**config.mk**
```make
export PLATFORM = sky130hd
export DESIGN_NAME = mem_access_stage
export DESIGN_NICKNAME = d
export VERILOG_FILES = /design/src/rtl/mem_access_stage.sv
export SDC_FILE = /design/constraint.sdc
export NUM_CORES = 1
export LEC_CHECK = 0
export CORE_MARGIN = 2
export CORE_UTILIZATION = 30
export DETAILED_ROUTE_END_ITERATION = 6
export PLACE_DENSITY_LB_ADDON = 0.25
export SYNTH_ARGS = -nofsm -noshare
export SYNTH_HDL_FRONTEND = slang
export SYNTH_SLANG_ARGS = --single-unit
```
**constraint.sdc**
```tcl
create_clock -name clk -period 3 [get_ports clk]
set_input_delay 0.3 -clock clk [delete_from_list [all_inputs] [get_ports clk]]
set_output_delay 0.3 -clock clk [all_outputs]
set_load 0.01 [all_outputs]
```
**src/rtl/mem_access_stage.sv**
```systemverilog
// Memory-access pipeline stage: issues loads/stores to the data cache, aligns and
// extends load data, and presents one registered result to writeback.
module mem_access_stage #(
    parameter int XLEN      = 64,
    parameter int REG_IDX_W = 5
) (
    input  logic                 clk,
    input  logic                 reset,
    input  logic                 ex_valid,
    output logic                 ex_ready,
    input  logic [XLEN-1:0]      ex_alu_result,
    input  logic [XLEN-1:0]      ex_store_data,
    input  logic [6:0]           ex_opcode,
    input  logic [2:0]           ex_funct3,
    input  logic [REG_IDX_W-1:0] ex_dest_reg,
    input  logic [XLEN-1:0]      ex_pc,
    output logic                 dmem_req_valid,
    input  logic                 dmem_req_ready,
    output logic                 dmem_req_we,
    output logic [XLEN-1:0]      dmem_req_addr,
    output logic [XLEN-1:0]      dmem_req_wdata,
    output logic [7:0]           dmem_req_wstrb,
    input  logic                 dmem_resp_valid,
    input  logic [XLEN-1:0]      dmem_resp_rdata,
    output logic                 wb_valid,
    input  logic                 wb_ready,
    output logic [XLEN-1:0]      wb_data,
    output logic [REG_IDX_W-1:0] wb_dest_reg,
    output logic                 wb_reg_write,
    output logic [XLEN-1:0]      wb_pc,
    output logic                 wb_misaligned
);

    localparam logic [6:0] OP_LOAD   = 7'b0000011;
    localparam logic [6:0] OP_STORE  = 7'b0100011;
    localparam logic [6:0] OP_BRANCH = 7'b1100011;
    localparam logic [6:0] OP_JAL    = 7'b1101111;
    localparam logic [6:0] OP_JALR   = 7'b1100111;

    typedef enum logic [1:0] {
        IDLE = 2'd0,
        REQ  = 2'd1,
        RESP = 2'd2
    } state_t;

    // Unsupported size encodings are routed to the exception path as misaligned.
    function automatic logic is_misaligned(input logic is_store, input logic [2:0] f3,
                                           input logic [2:0] a);
        logic bad;
        case (f3)
            3'b000:  bad = 1'b0;
            3'b001:  bad = a[0];
            3'b010:  bad = (a[1:0] != 2'b00);
            3'b011:  bad = (a != 3'b000);
            3'b100:  bad = is_store;
            3'b101:  bad = is_store | a[0];
            3'b110:  bad = is_store | (a[1:0] != 2'b00);
            default: bad = 1'b1;
        endcase
        return bad;
    endfunction

    function automatic logic [7:0] store_strb(input logic [2:0] f3, input logic [2:0] off);
        logic [7:0] base;
        case (f3[1:0])
            2'b00:   base = 8'h01;
            2'b01:   base = 8'h03;
            2'b10:   base = 8'h0F;
            default: base = 8'hFF;
        endcase
        return base << off;
    endfunction

    function automatic logic [XLEN-1:0] store_wdata(input logic [2:0] f3,
                                                    input logic [XLEN-1:0] d);
        logic [XLEN-1:0] w;
        case (f3[1:0])
            2'b00:   w = {8{d[7:0]}};
            2'b01:   w = {4{d[15:0]}};
            2'b10:   w = {2{d[31:0]}};
            default: w = d;
        endcase
        return w;
    endfunction

    function automatic logic [XLEN-1:0] load_extend(input logic [2:0] f3, input logic [2:0] off,
                                                    input logic [XLEN-1:0] rdata);
        logic [XLEN-1:0] s;
        logic [XLEN-1:0] r;
        s = rdata >> {off, 3'b000};
        case (f3)
            3'b000:  r = {{56{s[7]}}, s[7:0]};
            3'b001:  r = {{48{s[15]}}, s[15:0]};
            3'b010:  r = {{32{s[31]}}, s[31:0]};
            3'b100:  r = {56'd0, s[7:0]};
            3'b101:  r = {48'd0, s[15:0]};
            3'b110:  r = {32'd0, s[31:0]};
            default: r = s;
        endcase
        return r;
    endfunction

    state_t                 r_state;
    logic                   r_wb_valid;
    logic [XLEN-1:0]        r_wb_data;
    logic [REG_IDX_W-1:0]   r_wb_dest;
    logic                   r_wb_reg_write;
    logic [XLEN-1:0]        r_wb_pc;
    logic                   r_wb_mis;
    logic                   r_req_valid;
    logic                   r_req_we;
    logic [XLEN-1:0]        r_req_addr;
    logic [XLEN-1:0]        r_req_wdata;
    logic [7:0]             r_req_wstrb;
    logic [2:0]             r_op_f3;
    logic [2:0]             r_op_off;
    logic [REG_IDX_W-1:0]   r_op_dest;
    logic [XLEN-1:0]        r_op_pc;

    state_t                 w_state_next;
    logic                   w_wb_valid_next;
    logic [XLEN-1:0]        w_wb_data_next;
    logic [REG_IDX_W-1:0]   w_wb_dest_next;
    logic                   w_wb_reg_write_next;
    logic [XLEN-1:0]        w_wb_pc_next;
    logic                   w_wb_mis_next;
    logic                   w_req_valid_next;
    logic                   w_req_we_next;
    logic [XLEN-1:0]        w_req_addr_next;
    logic [XLEN-1:0]        w_req_wdata_next;
    logic [7:0]             w_req_wstrb_next;
    logic [2:0]             w_op_f3_next;
    logic [2:0]             w_op_off_next;
    logic [REG_IDX_W-1:0]   w_op_dest_next;
    logic [XLEN-1:0]        w_op_pc_next;

    logic                   w_accept;
    logic                   w_ex_is_mem;
    logic                   w_ex_is_store;
    logic                   w_ex_mis;

    assign ex_ready      = (r_state == IDLE) && (!r_wb_valid || wb_ready);
    assign w_accept      = ex_valid && ex_ready;
    assign w_ex_is_store = (ex_opcode == OP_STORE);
    assign w_ex_is_mem   = (ex_opcode == OP_LOAD) || w_ex_is_store;
    assign w_ex_mis      = is_misaligned(w_ex_is_store, ex_funct3, ex_alu_result[2:0]);

    // Next-state and next-register computation for the stage FSM and output registers.
    always_comb begin
        w_state_next        = r_state;
        w_wb_valid_next     = r_wb_valid && !wb_ready;
        w_wb_data_next      = r_wb_data;
        w_wb_dest_next      = r_wb_dest;
        w_wb_reg_write_next = r_wb_reg_write;
        w_wb_pc_next        = r_wb_pc;
        w_wb_mis_next       = r_wb_mis;
        w_req_valid_next    = r_req_valid;
        w_req_we_next       = r_req_we;
        w_req_addr_next     = r_req_addr;
        w_req_wdata_next    = r_req_wdata;
        w_req_wstrb_next    = r_req_wstrb;
        w_op_f3_next        = r_op_f3;
        w_op_off_next       = r_op_off;
        w_op_dest_next      = r_op_dest;
        w_op_pc_next        = r_op_pc;
        case (r_state)
            IDLE: begin
                if (w_accept) begin
                    if (w_ex_is_mem && !w_ex_mis) begin
                        w_state_next     = REQ;
                        w_req_valid_next = 1'b1;
                        w_req_we_next    = w_ex_is_store;
                        w_req_addr_next  = {ex_alu_result[XLEN-1:3], 3'b000};
                        w_req_wdata_next = store_wdata(ex_funct3, ex_store_data);
                        w_req_wstrb_next = store_strb(ex_funct3, ex_alu_result[2:0]);
                        w_op_f3_next     = ex_funct3;
                        w_op_off_next    = ex_alu_result[2:0];
                        w_op_dest_next   = ex_dest_reg;
                        w_op_pc_next     = ex_pc;
                    end else if (w_ex_is_mem) begin
                        w_wb_valid_next     = 1'b1;
                        w_wb_data_next      = ex_alu_result;
                        w_wb_dest_next      = ex_dest_reg;
                        w_wb_reg_write_next = 1'b0;
                        w_wb_pc_next        = ex_pc;
                        w_wb_mis_next       = 1'b1;
                    end else begin
                        w_wb_valid_next     = 1'b1;
                        w_wb_data_next      = ((ex_opcode == OP_JAL) || (ex_opcode == OP_JALR))
                                              ? ex_pc + 64'd4 : ex_alu_result;
                        w_wb_dest_next      = ex_dest_reg;
                        w_wb_reg_write_next = (ex_opcode != OP_BRANCH) && (ex_dest_reg != '0);
                        w_wb_pc_next        = ex_pc;
                        w_wb_mis_next       = 1'b0;
                    end
                end else begin
                    w_state_next = IDLE;
                end
            end
            REQ: begin
                if (r_req_valid && dmem_req_ready) begin
                    w_req_valid_next = 1'b0;
                    if (r_req_we) begin
                        // Stores retire on request acceptance; the cache sends no response.
                        w_state_next        = IDLE;
                        w_wb_valid_next     = 1'b1;
                        w_wb_data_next      = '0;
                        w_wb_dest_next      = r_op_dest;
                        w_wb_reg_write_next = 1'b0;
                        w_wb_pc_next        = r_op_pc;
                        w_wb_mis_next       = 1'b0;
                    end else begin
                        w_state_next = RESP;
                    end
                end else begin
                    w_state_next = REQ;
                end
            end
            RESP: begin
                if (dmem_resp_valid) begin
                    w_state_next        = IDLE;
                    w_wb_valid_next     = 1'b1;
                    w_wb_data_next      = load_extend(r_op_f3, r_op_off, dmem_resp_rdata);
                    w_wb_dest_next      = r_op_dest;
                    w_wb_reg_write_next = (r_op_dest != '0);
                    w_wb_pc_next        = r_op_pc;
                    w_wb_mis_next       = 1'b0;
                end else begin
                    w_state_next = RESP;
                end
            end
            default: begin
                w_state_next     = IDLE;
                w_req_valid_next = 1'b0;
            end
        endcase
    end

    // State, request and writeback registers with synchronous reset.
    always_ff @(posedge clk) begin
        if (reset) begin
            r_state        <= IDLE;
            r_wb_valid     <= 1'b0;
            r_wb_data      <= '0;
            r_wb_dest      <= '0;
            r_wb_reg_write <= 1'b0;
            r_wb_pc        <= '0;
            r_wb_mis       <= 1'b0;
            r_req_valid    <= 1'b0;
            r_req_we       <= 1'b0;
            r_req_addr     <= '0;
            r_req_wdata    <= '0;
            r_req_wstrb    <= 8'h00;
            r_op_f3        <= 3'b000;
            r_op_off       <= 3'b000;
            r_op_dest      <= '0;
            r_op_pc        <= '0;
        end else begin
            r_state        <= w_state_next;
            r_wb_valid     <= w_wb_valid_next;
            r_wb_data      <= w_wb_data_next;
            r_wb_dest      <= w_wb_dest_next;
            r_wb_reg_write <= w_wb_reg_write_next;
            r_wb_pc        <= w_wb_pc_next;
            r_wb_mis       <= w_wb_mis_next;
            r_req_valid    <= w_req_valid_next;
            r_req_we       <= w_req_we_next;
            r_req_addr     <= w_req_addr_next;
            r_req_wdata    <= w_req_wdata_next;
            r_req_wstrb    <= w_req_wstrb_next;
            r_op_f3        <= w_op_f3_next;
            r_op_off       <= w_op_off_next;
            r_op_dest      <= w_op_dest_next;
            r_op_pc        <= w_op_pc_next;
        end
    end

    assign dmem_req_valid = r_req_valid;
    assign dmem_req_we    = r_req_we;
    assign dmem_req_addr  = r_req_addr;
    assign dmem_req_wdata = r_req_wdata;
    assign dmem_req_wstrb = r_req_wstrb;
    assign wb_valid       = r_wb_valid;
    assign wb_data        = r_wb_data;
    assign wb_dest_reg    = r_wb_dest;
    assign wb_reg_write   = r_wb_reg_write;
    assign wb_pc          = r_wb_pc;
    assign wb_misaligned  = r_wb_mis;

endmodule
```
==> results of run 1 <==
final cells by class:
cell class              instances  area, sq um
well taps                     782        978.4
clock buffers                  61         1255
repair buffers                699         6939
clock inverters                17        250.2
diodes                          6        15.01
inverters                      15        56.30
flip-flops and latches        348         6969
fillers                      6027        33490
multi-input cells            1807        10630
per-layer routing:
metal  up-vias  track usage  wire length [um]
li1       9461            -                 -
met1      9589       0.3239             35940
met2       727       0.4467             41450
met3       123      0.04902              5659
met4         4      0.07844              2502
met5         -            0                27
power groups by stage:
stage                     clock, mW  sequential (mW)  combinational (mW)
final                          5.56             4.87                1.94
after CTS                      5.68             4.87                1.94
after detailed placement          0             4.97                1.93
after global routing           5.87             4.88                2.07
after global placement            0             4.96                1.92
after floorplan                   0             5.01               0.673
worst max-delay path: stages (launching register included):
cell and delay (ps):
dfxtp_2 590, buf_12 320, buf_4 240, mux2i_1 260, nand2_1 80, nand3_1 120, o21a_1 140, nor2_1 40
o21ai_0 540, a311oi_1 190
per-stage QoR:
step,instance area (sq um),cells,setup WS (ps),total power [mW],utilization
after floorplan,18490,2385,715.4,5.687,-
after global placement,25570,3651,-44.54,6.887,0.4221
after detailed placement,25570,3651,-69.64,6.900,0.4221
after CTS,27080,3729,246.3,12.50,0.4470
after global routing,27090,3735,96.78,12.82,0.4472
final,27090,3735,302.8,12.36,0.4472
worst max-delay path by stage:
stage                                   startpoint                        to  slack [ps]  cells past startpoint
after detailed placement                 ex_pc[17]  wb_data[53]$_SDFFE_PP0P_         -70                      9
after global placement                   ex_pc[17]  wb_data[53]$_SDFFE_PP0P_         -40                      9
final                     r_op_off[1]$_SDFFE_PP0P_   wb_data[8]$_SDFFE_PP0P_         300                      9
after global routing      r_op_off[1]$_SDFFE_PP0P_  wb_data[13]$_SDFFE_PP0P_         100                      7
after floorplan                          ex_pc[18]  wb_data[53]$_SDFFE_PP0P_         720                      8
after CTS                 r_op_off[1]$_SDFFE_PP0P_  wb_data[13]$_SDFFE_PP0P_         250                      7
Yosys cell counts (all sizes together) (9+ instances only):
master,number
and3,14
and2,16
a311oi,23
xor2,27
and4,9
o21ai,76
xnor2,21
nand4,19
nor3,76
nand3,45
a31oi,11
a211oi,168
buf,46
mux4,11
inv,15
a211o,16
a21oi,220
mux2i,148
nor4,17
dfxtp,348
o221ai,9
clkbuf,169
nand2,421
nor2,310
nor2b,24
mux2,27
cell families after synthesis:
logic type | after synthesis
and+or+nand+nor | 987
AOI/OAI and AO/OA | 578
DFF | 348
buffers and inverters | 230
muxes | 186
xor gates and xnor gates | 48
adders and majority gates | 5
other | 1
==> flow_metrics.py, run 1 <==
metrics = {
    "outcome": {
        "run_status": "finished clean",
    },
    "clock_tree": {
        "root_buffer": "clkbuf_16",
        "cts_setup_buffers": 0,
        "cts_num_sinks": 348,
        "clkTransAtPathRegs_ps": 60,
        "insertion_delay_ps": 600,
        "cts_tree": "yes",
        "hold_buffers": 0,
        "cts_resized": 0,
        "htree_levels": 2,
        "cts_buffers": 44,
        "clockBufferDepth": 3,
    },
    "min_path": {
        "hold_depth": 3,
        "min_to": "r_op_f3[0]$_SDFFE_PP0P_",
        "hp-class": "in2reg",
        "min-delay-start": "ex_funct3[0]",
    },
    "timing": {
        "fin_skew_ps": 24.73,
        "rsz0062_at_grt": "false",
        "finalCritPeriodShare": 0.8991,
        "final-max-slew-violation-count": 0,
        "hold_viol_final": 0,
        "setup_violations": 0,
        "finalSetupTns_ps": 0,
        "tightestPinTransition_ps": 719.5,
        "max_freq_mhz": 370.7,
        "relSlewSlack": 0.5153,
        "hold_slack_ps": 73.03,
        "period_needed_ps": 2697,
    },
    "power": {
        "power_frac_seq": 0.394,
        "switchingPower_mw": 3.286,
        "irDropWorstVdd_uv": 381.4,
        "clkPwrFrac": 0.449,
        "power_leakage_nw": 9.326,
        "pwr-share-comb": 0.157,
        "swShare": 0.2658,
        "p_int_mw": 9.078,
        "p_per_area_nw_per_um2": 456.3,
    },
    "worst_setup_path": {
        "worstPathArrival_ps": 3130,
        "crit_fanout": 52,
        "endpoint_kind": "register",
        "cp.required_ps": 3430,
        "timing.rr.start": "r_op_off[1]$_SDFFE_PP0P_",
        "rr_worst_depth": 9,
        "start_kind": "register",
        "crit_type": "reg2reg",
        "rr_endpoint": "wb_data[8]$_SDFFE_PP0P_",
        "r2r_slack_ps": 300,
    },
    "placement": {
        "place_congestion": 0.9449,
        "portBuffers": 548,
        "dp.final_hpwl_um": 65250,
    },
    "yosys": {
        "synth_edf_count": 0,
        "synth_top_area_share": 0.3769,
        "synthDistinctLibCells": 76,
        "ys_seq_elements": 348,
        "netlist_instances": 2383,
        "synthXorXnorAreaFrac": 0.02275,
        "yosys.area.top_type": "dfxtp_1",
        "synthTopCellsByArea": "dfxtp_1 38%, nand2_1 8.5%, mux2i_1 8.0%",
        "yosys.area_share.simple": 0.2350,
        "syn_area_sq_um": 18480,
        "synth_top_family_by_area": "simple AND/OR/NAND/NOR gates",
        "ys_async_sr_fraction": 0,
        "avgSynthCellArea_sq_um": 7.756,
        "synthAdderAreaFrac": 0.003385,
        "ys.flop_type": "dfxtp_1",
        "synth_mux_area_frac": 0.1100,
        "synth-seq-area-share": 0.3769,
        "yosys_warnings": 0,
        "synth_compound_area_frac": 0.2007,
    },
    "routing": {
        "postRouteAntennaNets": 0,
        "vias": 19900,
        "drc_errors": 0,
        "first_pass_iters": 5,
        "viasPerCell": 5.329,
        "wl_per_cell_um": 22.91,
        "finalWirelength_um": 85580,
        "drtIter0Drc": 1489,
    },
    "layout": {
        "final_cell_mix": "545 x clkdlybuf4s50_1, 421 x nand2_1, 346 x dfxtp_1, 307 x nor2_1, 220 x a21oi_1",
        "final_layout_size_suffix_gt1_frac": 0.1015,
        "syn_to_final_growth_pct": 46.59,
        "final_common_cell": "clkdlybuf4s50_1",
        "fin_nets": 3197,
    },
    "die": {
        "fp.dieH_um": 252.2,
        "start_util": 0.3051,
        "die_width_um": 252.2,
        "rows": 90,
        "ioPinCount": 552,
        "dieArea_sq_um": 63610,
        "floorplan.core_area_sq_um": 60580,
    },
    "grt": {
        "track_usage": 0.2581,
        "grt_overflow": 0,
        "antenna_found_initial": 7,
        "grt_pass1_vias": 19090,
        "grt_pass1_wl_um": 124500,
        "grt_max_degree": 110,
    },
    "run": {
        "maxCapViolCount": 0,
    },
}
(Power assumes the default switching activity.)
==> run 2, diff against run 1 <==
--- a/config.mk
+++ b/config.mk
@@ -5,6 +5,7 @@
 export SDC_FILE = /design/constraint.sdc
 export NUM_CORES = 1
 export LEC_CHECK = 0
+export ABC_CLOCK_PERIOD_IN_PS = 3000
 export CORE_MARGIN = 2
 export CORE_UTILIZATION = 30
 export DETAILED_ROUTE_END_ITERATION = 6
==> results of run 2 <==
The final DEF is identical to that of run 1; final timing and power are the same.
